--- config.mk ---
export PLATFORM = sky130hd
export DESIGN_NAME = axi_rd_arbiter
export DESIGN_NICKNAME = d
export VERILOG_FILES = /design/src/rtl/axi_rd_pkg.sv /design/src/rtl/rd_out_ctr.sv /design/src/rtl/axi_rd_arbiter.sv
export SDC_FILE = /design/constraint.sdc
export NUM_CORES = 1
export LEC_CHECK = 0
export CORE_MARGIN = 1
export CORE_UTILIZATION = 37
export CTS_CLUSTER_DIAMETER = 200
export DETAILED_ROUTE_END_ITERATION = 16
export GPL_TIMING_DRIVEN = 0
export PLACE_DENSITY = 0.78
export SYNTH_ARGS = -nofsm -noshare
export SYNTH_HDL_FRONTEND = slang
export SYNTH_SLANG_ARGS = --single-unit
--- constraint.sdc ---
create_clock -name aclk -period 2.6 [get_ports aclk]
set_input_delay 0.52 -clock aclk [delete_from_list [all_inputs] [get_ports aclk]]
set_output_delay 0.52 -clock aclk [all_outputs]
set_load 0.005 [all_outputs]
--- src/rtl/axi_rd_pkg.sv ---
// Shared definitions for the read-channel arbiter: AXI IDs, burst encoding and AR state.
package axi_rd_pkg;

    localparam logic [3:0] ID_INST    = 4'd0;
    localparam logic [3:0] ID_DATA    = 4'd1;
    localparam logic [1:0] BURST_INCR = 2'b01;

    typedef enum logic {
        AR_IDLE = 1'b0,
        AR_BUSY = 1'b1
    } ar_state_e;

endpackage

--- src/rtl/rd_out_ctr.sv ---
// Outstanding-read counter for one AXI ID; saturating range is 0..MAX_OUT.
module rd_out_ctr #(
    parameter int MAX_OUT = 2
) (
    input  logic aclk,
    input  logic aresetn,
    input  logic inc,
    input  logic dec,
    output logic full,
    output logic empty
);

    logic [2:0] cnt_reg;
    logic [2:0] cnt_next;

    // Simultaneous issue and retire on the same ID cancel out.
    always_comb begin
        cnt_next = cnt_reg;
        if (inc && !dec) begin
            cnt_next = cnt_reg + 3'd1;
        end else if (dec && !inc) begin
            cnt_next = cnt_reg - 3'd1;
        end
    end

    always_ff @(posedge aclk or negedge aresetn) begin
        if (!aresetn) begin
            cnt_reg <= 3'd0;
        end else begin
            cnt_reg <= cnt_next;
        end
    end

    assign full  = (cnt_reg == 3'(MAX_OUT));
    assign empty = (cnt_reg == 3'd0);

endmodule

--- src/rtl/axi_rd_arbiter.sv ---
// Shares one AXI3 AR/R channel pair between the inst-fetch and data-load sram-like ports.
module axi_rd_arbiter
    import axi_rd_pkg::*;
#(
    parameter int MAX_OUT = 2
) (
    input  logic        aclk,
    input  logic        aresetn,

    input  logic        inst_req,
    input  logic [1:0]  inst_size,
    input  logic [31:0] inst_addr,
    output logic        inst_addr_ok,
    output logic        inst_data_ok,
    output logic [31:0] inst_rdata,

    input  logic        data_req,
    input  logic [1:0]  data_size,
    input  logic [31:0] data_addr,
    output logic        data_addr_ok,
    output logic        data_data_ok,
    output logic [31:0] data_rdata,

    output logic [3:0]  arid,
    output logic [31:0] araddr,
    output logic [7:0]  arlen,
    output logic [2:0]  arsize,
    output logic [1:0]  arburst,
    output logic [1:0]  arlock,
    output logic [3:0]  arcache,
    output logic [2:0]  arprot,
    output logic        arvalid,
    input  logic        arready,

    input  logic [3:0]  rid,
    input  logic [31:0] rdata,
    input  logic [1:0]  rresp,
    input  logic        rlast,
    input  logic        rvalid,
    output logic        rready,

    output logic        rd_err
);

    // Requester index 0 is inst, 1 is data, matching the AXI ID values.
    logic [1:0]        req_vec;
    logic [1:0]        full_vec;
    logic [1:0]        empty_vec;
    logic [1:0]        elig_vec;
    logic [1:0]        grant_vec;
    logic [1:0]        addr_ok_vec;
    logic [1:0]        beat_ok_vec;
    logic [1:0]        retire_vec;
    logic [1:0]        data_ok_reg;
    logic [1:0][31:0]  rdata_reg;

    ar_state_e   state_reg;
    ar_state_e   state_next;
    logic        last_data_reg;
    logic [3:0]  arid_reg;
    logic [31:0] araddr_reg;
    logic [2:0]  arsize_reg;
    logic [1:0]  arburst_reg;
    logic        rready_reg;
    logic        rd_err_reg;
    logic        r_hs;

    assign req_vec  = {data_req, inst_req};
    assign elig_vec = req_vec & ~full_vec;

    // Contention goes to whoever was not granted last; a lone eligible requester wins outright.
    always_comb begin
        grant_vec = elig_vec;
        if (elig_vec == 2'b11) begin
            grant_vec = last_data_reg ? 2'b01 : 2'b10;
        end
    end

    assign addr_ok_vec  = (state_reg == AR_IDLE) ? grant_vec : 2'b00;
    assign inst_addr_ok = addr_ok_vec[0];
    assign data_addr_ok = addr_ok_vec[1];

    always_comb begin
        state_next = state_reg;
        case (state_reg)
            AR_IDLE: if (|addr_ok_vec) state_next = AR_BUSY;
            AR_BUSY: if (arready)      state_next = AR_IDLE;
            default: state_next = AR_IDLE;
        endcase
    end

    always_ff @(posedge aclk or negedge aresetn) begin
        if (!aresetn) begin
            state_reg     <= AR_IDLE;
            last_data_reg <= 1'b0;
            arid_reg      <= 4'd0;
            araddr_reg    <= 32'd0;
            arsize_reg    <= 3'd0;
            arburst_reg   <= 2'b00;
        end else begin
            state_reg <= state_next;
            if (|addr_ok_vec) begin
                last_data_reg <= addr_ok_vec[1];
                arid_reg      <= addr_ok_vec[1] ? ID_DATA : ID_INST;
                araddr_reg    <= addr_ok_vec[1] ? data_addr : inst_addr;
                arsize_reg    <= {1'b0, (addr_ok_vec[1] ? data_size : inst_size)};
                arburst_reg   <= BURST_INCR;
            end
        end
    end

    assign arvalid = (state_reg == AR_BUSY);
    assign arid    = arid_reg;
    assign araddr  = araddr_reg;
    assign arsize  = arsize_reg;
    assign arburst = arburst_reg;
    assign arlen   = 8'd0;
    assign arlock  = 2'b00;
    assign arcache = 4'd0;
    assign arprot  = 3'd0;

    assign r_hs = rvalid && rready_reg;

    // A beat is only delivered when its ID is known and something is outstanding on it.
    genvar gi;
    generate
        for (gi = 0; gi < 2; gi++) begin : g_req
            assign beat_ok_vec[gi] = r_hs && (rid == 4'(gi)) && !empty_vec[gi];
            assign retire_vec[gi]  = beat_ok_vec[gi] && rlast;

            rd_out_ctr #(.MAX_OUT(MAX_OUT)) u_ctr (
                .aclk    (aclk),
                .aresetn (aresetn),
                .inc     (addr_ok_vec[gi]),
                .dec     (retire_vec[gi]),
                .full    (full_vec[gi]),
                .empty   (empty_vec[gi])
            );

            always_ff @(posedge aclk or negedge aresetn) begin
                if (!aresetn) begin
                    data_ok_reg[gi] <= 1'b0;
                    rdata_reg[gi]   <= 32'd0;
                end else begin
                    data_ok_reg[gi] <= beat_ok_vec[gi];
                    if (beat_ok_vec[gi]) begin
                        rdata_reg[gi] <= rdata;
                    end
                end
            end
        end
    endgenerate

    always_ff @(posedge aclk or negedge aresetn) begin
        if (!aresetn) begin
            rready_reg <= 1'b0;
            rd_err_reg <= 1'b0;
        end else begin
            rready_reg <= 1'b1;
            if (r_hs && ((rresp != 2'b00) || !(|beat_ok_vec))) begin
                rd_err_reg <= 1'b1;
            end
        end
    end

    assign rready       = rready_reg;
    assign rd_err       = rd_err_reg;
    assign inst_data_ok = data_ok_reg[0];
    assign data_data_ok = data_ok_reg[1];
    assign inst_rdata   = rdata_reg[0];
    assign data_rdata   = rdata_reg[1];

endmodule
* After elaboration in Yosys (flattened, before gate mapping) *
Index checks and enable logic that the tools add are counted.

word-level totals
  bits in registers = 115
  word-level logic and storage cells = 66
  input bits = 113

operators by class
  add/sub/neg operators = 4
  reduce and logical (&&, ||, !) cells = 28
  bitwise operators = 3
  multiplexer cells = 13
  eq/ne operators = 4

operator list
  operator             number
  $mux 32              1
  $logic_and 1x1->1    12
  $mux 3               4
  $mux 2               4
  $logic_not 1->1      7
  $add 3x1->3 const B  2
  $eq 3x2->1 const B   2
  $logic_not 3->1      2
  $reduce_bool 2->1    3
  $sub 3x1->3 const B  2
  $eq 4x1->1 const B   1
  $logic_not 4->1      1
  $reduce_or 2->1      2
  $mux 1               3
  $and 2x2->2          1
  $eq 2x2->1 const B   1
  $not 2->2            1
  $pmux 1 s2           1
  $logic_or 1x1->1     1
  $not 1->1            1

* Logic depth before layout (Yosys ltp) *
Gate-level depths: netlist of the first run.

  depth in word-level cells = 10
  depth in mapped cells = 10
  gate-level depth less buffers = 9

* Modules after synthesis *
A second synthesis of the first run with hierarchy kept.

unflattened totals
  cell total of the unflattened synthesis = 404
  area, all modules = 4730.8 µm²

modules (own cells, without submodules)
  module          area an instance (µm²)  cells each  sequential area each (µm²)  times used
  axi_rd_arbiter  4393.0                  376         2627.5                      1
  rd_out_ctr      168.9                   14          75.1                        2

* Worst setup path after synthesis of the first run *
OpenSTA, ideal clock, no wires.

  path type = register -> register
  start point = register g_req[1].u_ctr.cnt_reg[0]
  end point = register g_req[0].u_ctr.cnt_reg[2]
  path buffers = 1
  cell stages (with the launch flop) = 10
  clock period less this slack = 2520 ps
  data arrival time = 2441 ps
  slack = 80 ps
  cell sequence = dfrtp_1 or3b_4 a311oi_4 buf_6 ha_1 inv_1 fa_1 xor2_1 nor2_1 xor2_1

between the ends
  word-level cells in the longest chain between the ends = 9
  elaborated cells on any way between the ends = 11
  classes of those cells = eq/ne (2); mux (3); bitwise (2); reduce/logical (4)

ends and longest elaborated chain
  element                      line                  RTL
  start, declared              rd_out_ctr.sv:13      logic [2:0] cnt_reg;
  start signal, assigned       rd_out_ctr.sv:30      cnt_reg <= cnt_next;
  $eq 3x2->1 (*)               rd_out_ctr.sv:34      assign full = (cnt_reg == 3'(MAX_OUT));
  $not 2->2 (*)                axi_rd_arbiter.sv:69  assign elig_vec = req_vec & ~full_vec;
  $and 2x2->2 (*)              axi_rd_arbiter.sv:69
  $eq 2x2->1 (*)               axi_rd_arbiter.sv:74  if (elig_vec == 2'b11) begin
  $mux 2 (*)                   axi_rd_arbiter.sv:74
  $mux 2 (*)                   axi_rd_arbiter.sv:79  assign addr_ok_vec = (state_reg == AR_IDLE) ? grant_vec : 2'b00;
  net inst_addr_ok             axi_rd_arbiter.sv:13  output logic inst_addr_ok,
  $logic_not 1->1              rd_out_ctr.sv:21      end else if (dec && !inc) begin
  $logic_and 1x1->1            rd_out_ctr.sv:21
  $reduce_bool 2->1 (no line)  -
  end signal, assigned         rd_out_ctr.sv:30
  end, declared                rd_out_ctr.sv:13

The timed path passes the listed nets; every way through them passes the cells marked *.
A chain may end at the register's enable or synchronous reset.

* Worst setup path after layout of the first run *
  start point = register g_req[1].u_ctr.cnt_reg[0]
  end point = output inst_addr_ok

between the ends
  word-level cells in the longest chain between the ends = 6

ends and longest elaborated chain
  element        line
  $eq 3x2->1     rd_out_ctr.sv:34
  $not 2->2      axi_rd_arbiter.sv:69
  $and 2x2->2    axi_rd_arbiter.sv:69
  $eq 2x2->1     axi_rd_arbiter.sv:74
  $mux 2         axi_rd_arbiter.sv:74
  $mux 2         axi_rd_arbiter.sv:79
  end, declared  axi_rd_arbiter.sv:13

Every way passes these cells.

==> results of run 1 <==
==> placed cells by master (no fill, tap or decap), types with 2 or more instances in the layout <==
master,instances
a222oi_1,34
buf_2,6
buf_4,34
buf_6,4
clkbuf_1,3
clkbuf_16,9
clkdlybuf4s50_1,216
clkinv_4,3
conb_1,23
dfrtp_1,110
fa_1,2
inv_1,107
mux2_2,66
nand3_1,2
nor2_1,4
nor3_1,2
o21ai_0,2
xnor2_1,2
xor2_1,4
==> routing by layer <==
| layer | track usage | vias up | part of all wire |
|---|---|---|---|
| met5 | 0 | - | 0 |
| met4 | 0.07089 | 0 | 0.010 |
| met3 | 0.06179 | 9 | 0.098 |
| met2 | 0.3235 | 201 | 0.51 |
| met1 | 0.2076 | 1851 | 0.38 |
| li1 | - | 1793 | - |
==> cell families after synthesis <==
group / Yosys count / share of synthesized area
fa+ha+maj: 4 / 0.01334
other cells: 2 / 0.001539
xor+xnor: 6 / 0.01077
flops: 111 / 0.5694
compound gates: 43 / 0.08772
mux: 66 / 0.1523
simple gates: 17 / 0.02590
buf+inv: 146 / 0.1390
==> power breakdown <==
| group | switching [mW] | internal, mW | leakage (nW) |
|---|---|---|---|
| logic | 1.05 | 1.85 | 2.29 |
| registers | 0.369 | 2.34 | 1.35 |
| clock network | 0.636 | 0.755 | 0.147 |
==> final cells by class <==
cell class	instances	share of cell area
clock inverters	6	0.008999
inverters	107	0.05158
well taps	172	0.02764
flip-flops and latches	111	0.3569
multi-input cells	159	0.1965
repair buffers	228	0.2928
clock buffers	10	0.02941
plain buffers	38	0.03616
==> stage by stage <==
step           setup WS [ns]  instance area [µm²]  hold WS (ns)  instances  power [mW]
6_report             0.07846                 7786        0.1848        831       6.996
5_1_grt            -0.004152                 7786        0.2197        831       7.430
4_1_cts              0.01622                 7755        0.1879        827       7.020
3_5_place_dp         -0.6285                 7390        0.4588        808       5.533
3_3_place_gp          -3.079                 7365        0.4513        807       5.402
2_1_floorplan        0.08002                 4957        0.2244        416       3.844
==> repair_timing <==
item | in CTS | in global routing
setup buffers | 4 | 4
cloned | 0 | 0
pin swaps | 2 | 4
resized for setup | 13 | 1
setup endpoints to repair | 6 | 3
==> critical path, stage by stage (launching register included) <==
cell	delay [ns]
dfrtp_2	0.42
or3b_4	0.44
a311oi_4	0.33
buf_6	0.14
buf_4	0.12
clkdlybuf4s15_1	0.21
==> worst max-delay path by stage <==
stage / from / end
6_report: g_req[1].u_ctr.cnt_reg[0]$_DFFE_PN0P_ / inst_addr_ok
5_1_grt: g_req[1].u_ctr.cnt_reg[0]$_DFFE_PN0P_ / g_req[0].u_ctr.cnt_reg[2]$_DFFE_PN0P_
4_1_cts: inst_req / inst_addr_ok
3_5_place_dp: inst_req / g_req[0].u_ctr.cnt_reg[2]$_DFFE_PN0P_
3_3_place_gp: aresetn / g_req[1].u_ctr.cnt_reg[1]$_DFFE_PN0P_
2_1_floorplan: g_req[1].u_ctr.cnt_reg[0]$_DFFE_PN0P_ / g_req[0].u_ctr.cnt_reg[2]$_DFFE_PN0P_
==> flow_metrics.py, run 1 <==
metrics = {
    "place": {
        "portBuffers": 219,
        "gp_congestion": 0.7903,
        "place_hpwl_mm": 9.723,
    },
    "sta": {
        "tightest_slew_ns": 0.6249,
        "slew_headroom": 0.5834,
        "fin_skew_ns": 0.006354,
        "fin_tns_setup_ns": 0,
        "setup-violations-final": 0,
        "fin_crit_sh": 0.9698,
        "final_max_slew_viol_count": 0,
        "hold_viol_final": 0,
        "finalCriticalPeriod_ns": 2.522,
        "fmax_mhz": 396.6,
    },
    "route": {
        "antenna_left": 0,
        "routed_via_density": 4.638,
        "wl_mm": 12.74,
        "wire_per_inst_um": 15.32,
        "via_count": 3854,
        "drc": 0,
        "drt_pass1_iterations": 9,
        "drtIter0Drc": 244,
    },
    "clocking": {
        "ctsHoldBuffers": 0,
        "cts-root-buf": "clkbuf_16",
        "cts_tree": "yes",
        "clock-sinks": 111,
        "path_clk_slew_ns": 0.07,
        "clockBufferDepth": 2,
        "clock_latency_ns": 0.34,
        "htreeDepth": 3,
        "numCtsBuffers": 9,
    },
    "global_route": {
        "antenna_found_initial": 0,
        "grt-ovfl-total": 0,
        "grt_pass1_wl_mm": 18.94,
        "grt_pass1_vias": 3795,
        "grt_max_degree": 65,
        "track_usage": 0.1844,
    },
    "cells_and_area": {
        "nNetsFinal": 771,
        "nFillCells": 1049,
        "areaGrowthSynthToFinish_pct": 59.61,
        "n_antenna_cell": 0,
        "final_core_util": 0.6120,
        "drive_above_1_share": 0.2079,
        "seq_area_um2": 2779,
        "multi_input_area_um2": 1530,
    },
    "logic_synthesis": {
        "yosys.area.top_type": "dfrtp_1",
        "yosysTopAreaCellShare": 0.5694,
        "yosysSeqAreaShare": 0.5694,
        "synthTopCellsByCount": "dfrtp_1, inv_1, mux2_2, a222oi_1, buf_4",
        "synthArstFlopShare": 1.000,
        "yosysWarnings": 0,
        "yosysMostFrequentCell": "dfrtp_1",
        "syn_area_um2": 4878,
        "ys_ff_latch": 111,
        "synth_edf_count": 0,
        "synth.distinct_cells": 33,
        "synth_cells": 395,
        "syn_avg_cell_area_um2": 12.35,
        "yosys_most_used_dff": "dfrtp_1",
        "netlist_top_cells_area": "dfrtp_1, mux2_2, inv_1, a222oi_1, buf_4",
    },
    "die": {
        "start_util": 0.3835,
        "io_pins": 242,
        "fp.dieW_um": 116.8,
        "fp.coreArea_um2": 12720,
        "fp.dieH_um": 116.8,
        "die_area_um2": 13650,
        "num_rows": 41,
    },
    "worst_setup_path": {
        "reg2reg_depth": 10,
        "reg2reg_from": "g_req[1].u_ctr.cnt_reg[0]$_DFFE_PN0P_",
        "crit_fanout": 3,
        "cp-end-kind": "primary output",
        "rr_endpoint": "g_req[0].u_ctr.cnt_reg[2]$_DFFE_PN0P_",
        "cp.arrival_ns": 2.00,
        "rrSetupSlack_ns": 0.10,
        "path_class": "flop to primary output",
        "worstSetupStartpointType": "flop",
        "worst_ep_required_time_ns": 2.08,
    },
    "status": {
        "status": "complete, no violations",
    },
    "run": {
        "cap_violations": 0,
    },
    "power_and_ir_drop": {
        "p_per_area_nw_per_um2": 898.5,
        "peakVddDrop_v": 0.0004389,
        "leakage_nw": 3.779,
    },
    "worst_hold_path": {
        "hp-class": "input pin to asynchronous set/reset pin",
    },
}
Power figures use the tool's default switching activity.
==> inputs of run 2 (changes only) <==
--- a/config.mk
+++ b/config.mk
@@ -7,7 +7,7 @@
 export LEC_CHECK = 0
 export CORE_MARGIN = 1
 export CORE_UTILIZATION = 37
-export CTS_CLUSTER_DIAMETER = 200
+export CTS_CLUSTER_DIAMETER = 30
 export DETAILED_ROUTE_END_ITERATION = 16
 export GPL_TIMING_DRIVEN = 0
 export PLACE_DENSITY = 0.78
==> results of run 2 <==
Final layout, timing and power as in run 1 (identical DEF).
==> inputs of run 3 (changes only) <==
--- a/config.mk
+++ b/config.mk
@@ -5,11 +5,13 @@
 export SDC_FILE = /design/constraint.sdc
 export NUM_CORES = 1
 export LEC_CHECK = 0
+export ABC_CLOCK_PERIOD_IN_PS = 2600
 export CORE_MARGIN = 1
 export CORE_UTILIZATION = 37
 export CTS_CLUSTER_DIAMETER = 30
 export DETAILED_ROUTE_END_ITERATION = 16
 export GPL_TIMING_DRIVEN = 0
+export MAX_ROUTING_LAYER = met4
 export PLACE_DENSITY = 0.78
 export SYNTH_ARGS = -nofsm -noshare
 export SYNTH_HDL_FRONTEND = slang
==> run 3 against run 2 <==
Routed wire length about the same. Sequential power about the same. Clock power barely moved. Cell count stayed put. Non-clock buffer count unchanged. Highest routed layer unchanged. Worst hold slack about the same. Global-route usage up 0.55 points. Register-to-register slack gained 0.05 ns. Fmax rose by 0.10%. Core utilization is essentially flat.
==> flow_metrics.py, run 3 (synthesis gave the netlist of run 1 again) <==
metrics = {
    "die": {
        "fp.coreArea_um2": 12720,
        "die_area_um2": 13650,
        "fp.dieH_um": 116.8,
        "num_rows": 41,
        "io_pins": 242,
        "fp.dieW_um": 116.8,
        "start_util": 0.3835,
    },
    "sta": {
        "fin_crit_sh": 0.9688,
        "hold_slack_ns": 0.1848,
        "timing.final.ws_setup_ns": 0.08110,
        "fin_skew_ns": 0.005494,
        "hold_viol_final": 0,
        "finalCriticalPeriod_ns": 2.519,
        "setup-violations-final": 0,
        "tightest_slew_ns": 0.6232,
        "final_max_slew_viol_count": 0,
        "slew_headroom": 0.5845,
        "rsz0062_at_grt": "false",
        "fin_tns_setup_ns": 0,
        "fmax_mhz": 397.0,
    },
    "clocking": {
        "cts_tree": "yes",
        "path_clk_slew_ns": 0.07,
        "clock_latency_ns": 0.35,
        "htreeDepth": 3,
        "clock-sinks": 111,
        "numCtsBuffers": 9,
        "clockBufferDepth": 2,
        "ctsHoldBuffers": 0,
        "cts-root-buf": "clkbuf_16",
    },
    "route": {
        "drt_pass1_iterations": 8,
        "via_count": 3875,
        "drtIter0Drc": 264,
        "wire_per_inst_um": 15.32,
        "drc": 0,
        "antenna_left": 0,
        "wl_mm": 12.73,
        "routed_via_density": 4.663,
    },
    "worst_setup_path": {
        "cp-end-kind": "primary output",
        "reg2reg_from": "g_req[1].u_ctr.cnt_reg[0]$_DFFE_PN0P_",
        "worst_ep_required_time_ns": 2.08,
        "path_class": "flop to primary output",
        "worstSetupStartpointType": "flop",
        "reg2reg_depth": 10,
        "crit_fanout": 3,
        "crit_path_start": "g_req[1].u_ctr.cnt_reg[0]$_DFFE_PN0P_",
        "cp.arrival_ns": 2.00,
        "rr_endpoint": "g_req[0].u_ctr.cnt_reg[2]$_DFFE_PN0P_",
        "rrSetupSlack_ns": 0.15,
    },
    "status": {
        "status": "complete, no violations",
    },
    "global_route": {
        "grt_pass1_wl_mm": 18.86,
        "grt_pass1_vias": 3828,
        "track_usage": 0.1899,
        "grt_max_degree": 65,
        "grt-ovfl-total": 0,
        "antenna_found_initial": 0,
    },
    "cells_and_area": {
        "nFillCells": 1050,
        "nNetsFinal": 771,
        "final_common_cell": "clkdlybuf4s50_1",
        "drive_above_1_share": 0.2094,
        "final_cell_mix": "clkdlybuf4s50_1, dfrtp_1, inv_1",
        "n_antenna_cell": 0,
        "areaGrowthSynthToFinish_pct": 59.66,
    },
    "place": {
        "dp_slack_ns": -0.6285,
        "gp_congestion": 0.8015,
        "portBuffers": 219,
        "place_hpwl_mm": 9.723,
    },
    "worst_hold_path": {
        "hp-class": "input pin to asynchronous set/reset pin",
    },
    "power_and_ir_drop": {
        "leakage_nw": 3.778,
        "peakVddDrop_v": 0.0004358,
        "total_power_mw": 6.998,
        "p_per_area_nw_per_um2": 898.5,
    },
    "run": {
        "cap_violations": 0,
    },
}
-- run 3: cell type report --
class | count | area (µm²) | area share
plain buffers | 38 | 281.5 | 0.03614
clock buffers | 10 | 229.0 | 0.02940
clock inverters | 6 | 70.07 | 0.008996
inverters | 107 | 401.6 | 0.05157
multi-input cells | 159 | 1533 | 0.1968
flip-flops and latches | 111 | 2779 | 0.3568
well taps | 172 | 215.2 | 0.02763
repair buffers | 228 | 2280 | 0.2927
-- run 3: worst max-delay path, stage by stage, from the launching register on --
cell and delay [ns]:
dfrtp_2 0.42, or3b_4 0.44, a311oi_4 0.33, buf_6 0.14, buf_4 0.12, clkdlybuf4s15_1 0.20
-- run 3: repair_timing --
action | in CTS | in global routing
pin swaps | 2 | 4
gates resized for setup | 13 | 2
endpoints found under the hold margin | 0 | 0
endpoints found under the setup margin | 6 | 3
buffers inserted | 4 | 4
gates cloned | 0 | 0
-- run 3: worst max path at each step --
stage / slack [ns] / to
after floorplan: 0.08 / g_req[0].u_ctr.cnt_reg[2]$_DFFE_PN0P_
after global placement: -3.08 / g_req[1].u_ctr.cnt_reg[1]$_DFFE_PN0P_
after detailed placement: -0.63 / g_req[0].u_ctr.cnt_reg[2]$_DFFE_PN0P_
after CTS: 0.02 / inst_addr_ok
after global routing: 0.01 / inst_addr_ok
final: 0.08 / inst_addr_ok
-- run 3: per-layer routing --
metal / vias up / GRT usage / routed length (µm)
met1: 1863 / 0.2133 / 4873
met2: 208 / 0.3247 / 6507
met5: - / - / 0
met3: 13 / 0.05046 / 1189
met4: 0 / 0.07089 / 160
li1: 1791 / - / -
-- run 3: metrics by stage --
step / area (µm²) / util / cells
2_1_floorplan: 4957 / - / 416
3_3_place_gp: 7365 / 0.5789 / 807
3_5_place_dp: 7390 / 0.5808 / 808
4_1_cts: 7755 / 0.6096 / 827
5_1_grt: 7789 / 0.6122 / 831
6_report: 7789 / 0.6122 / 831
-- run 3: report_power, final --
group,internal [mW],switching (mW)
Clock,0.755,0.632
Sequential,2.34,0.369
Combinational,1.85,1.05
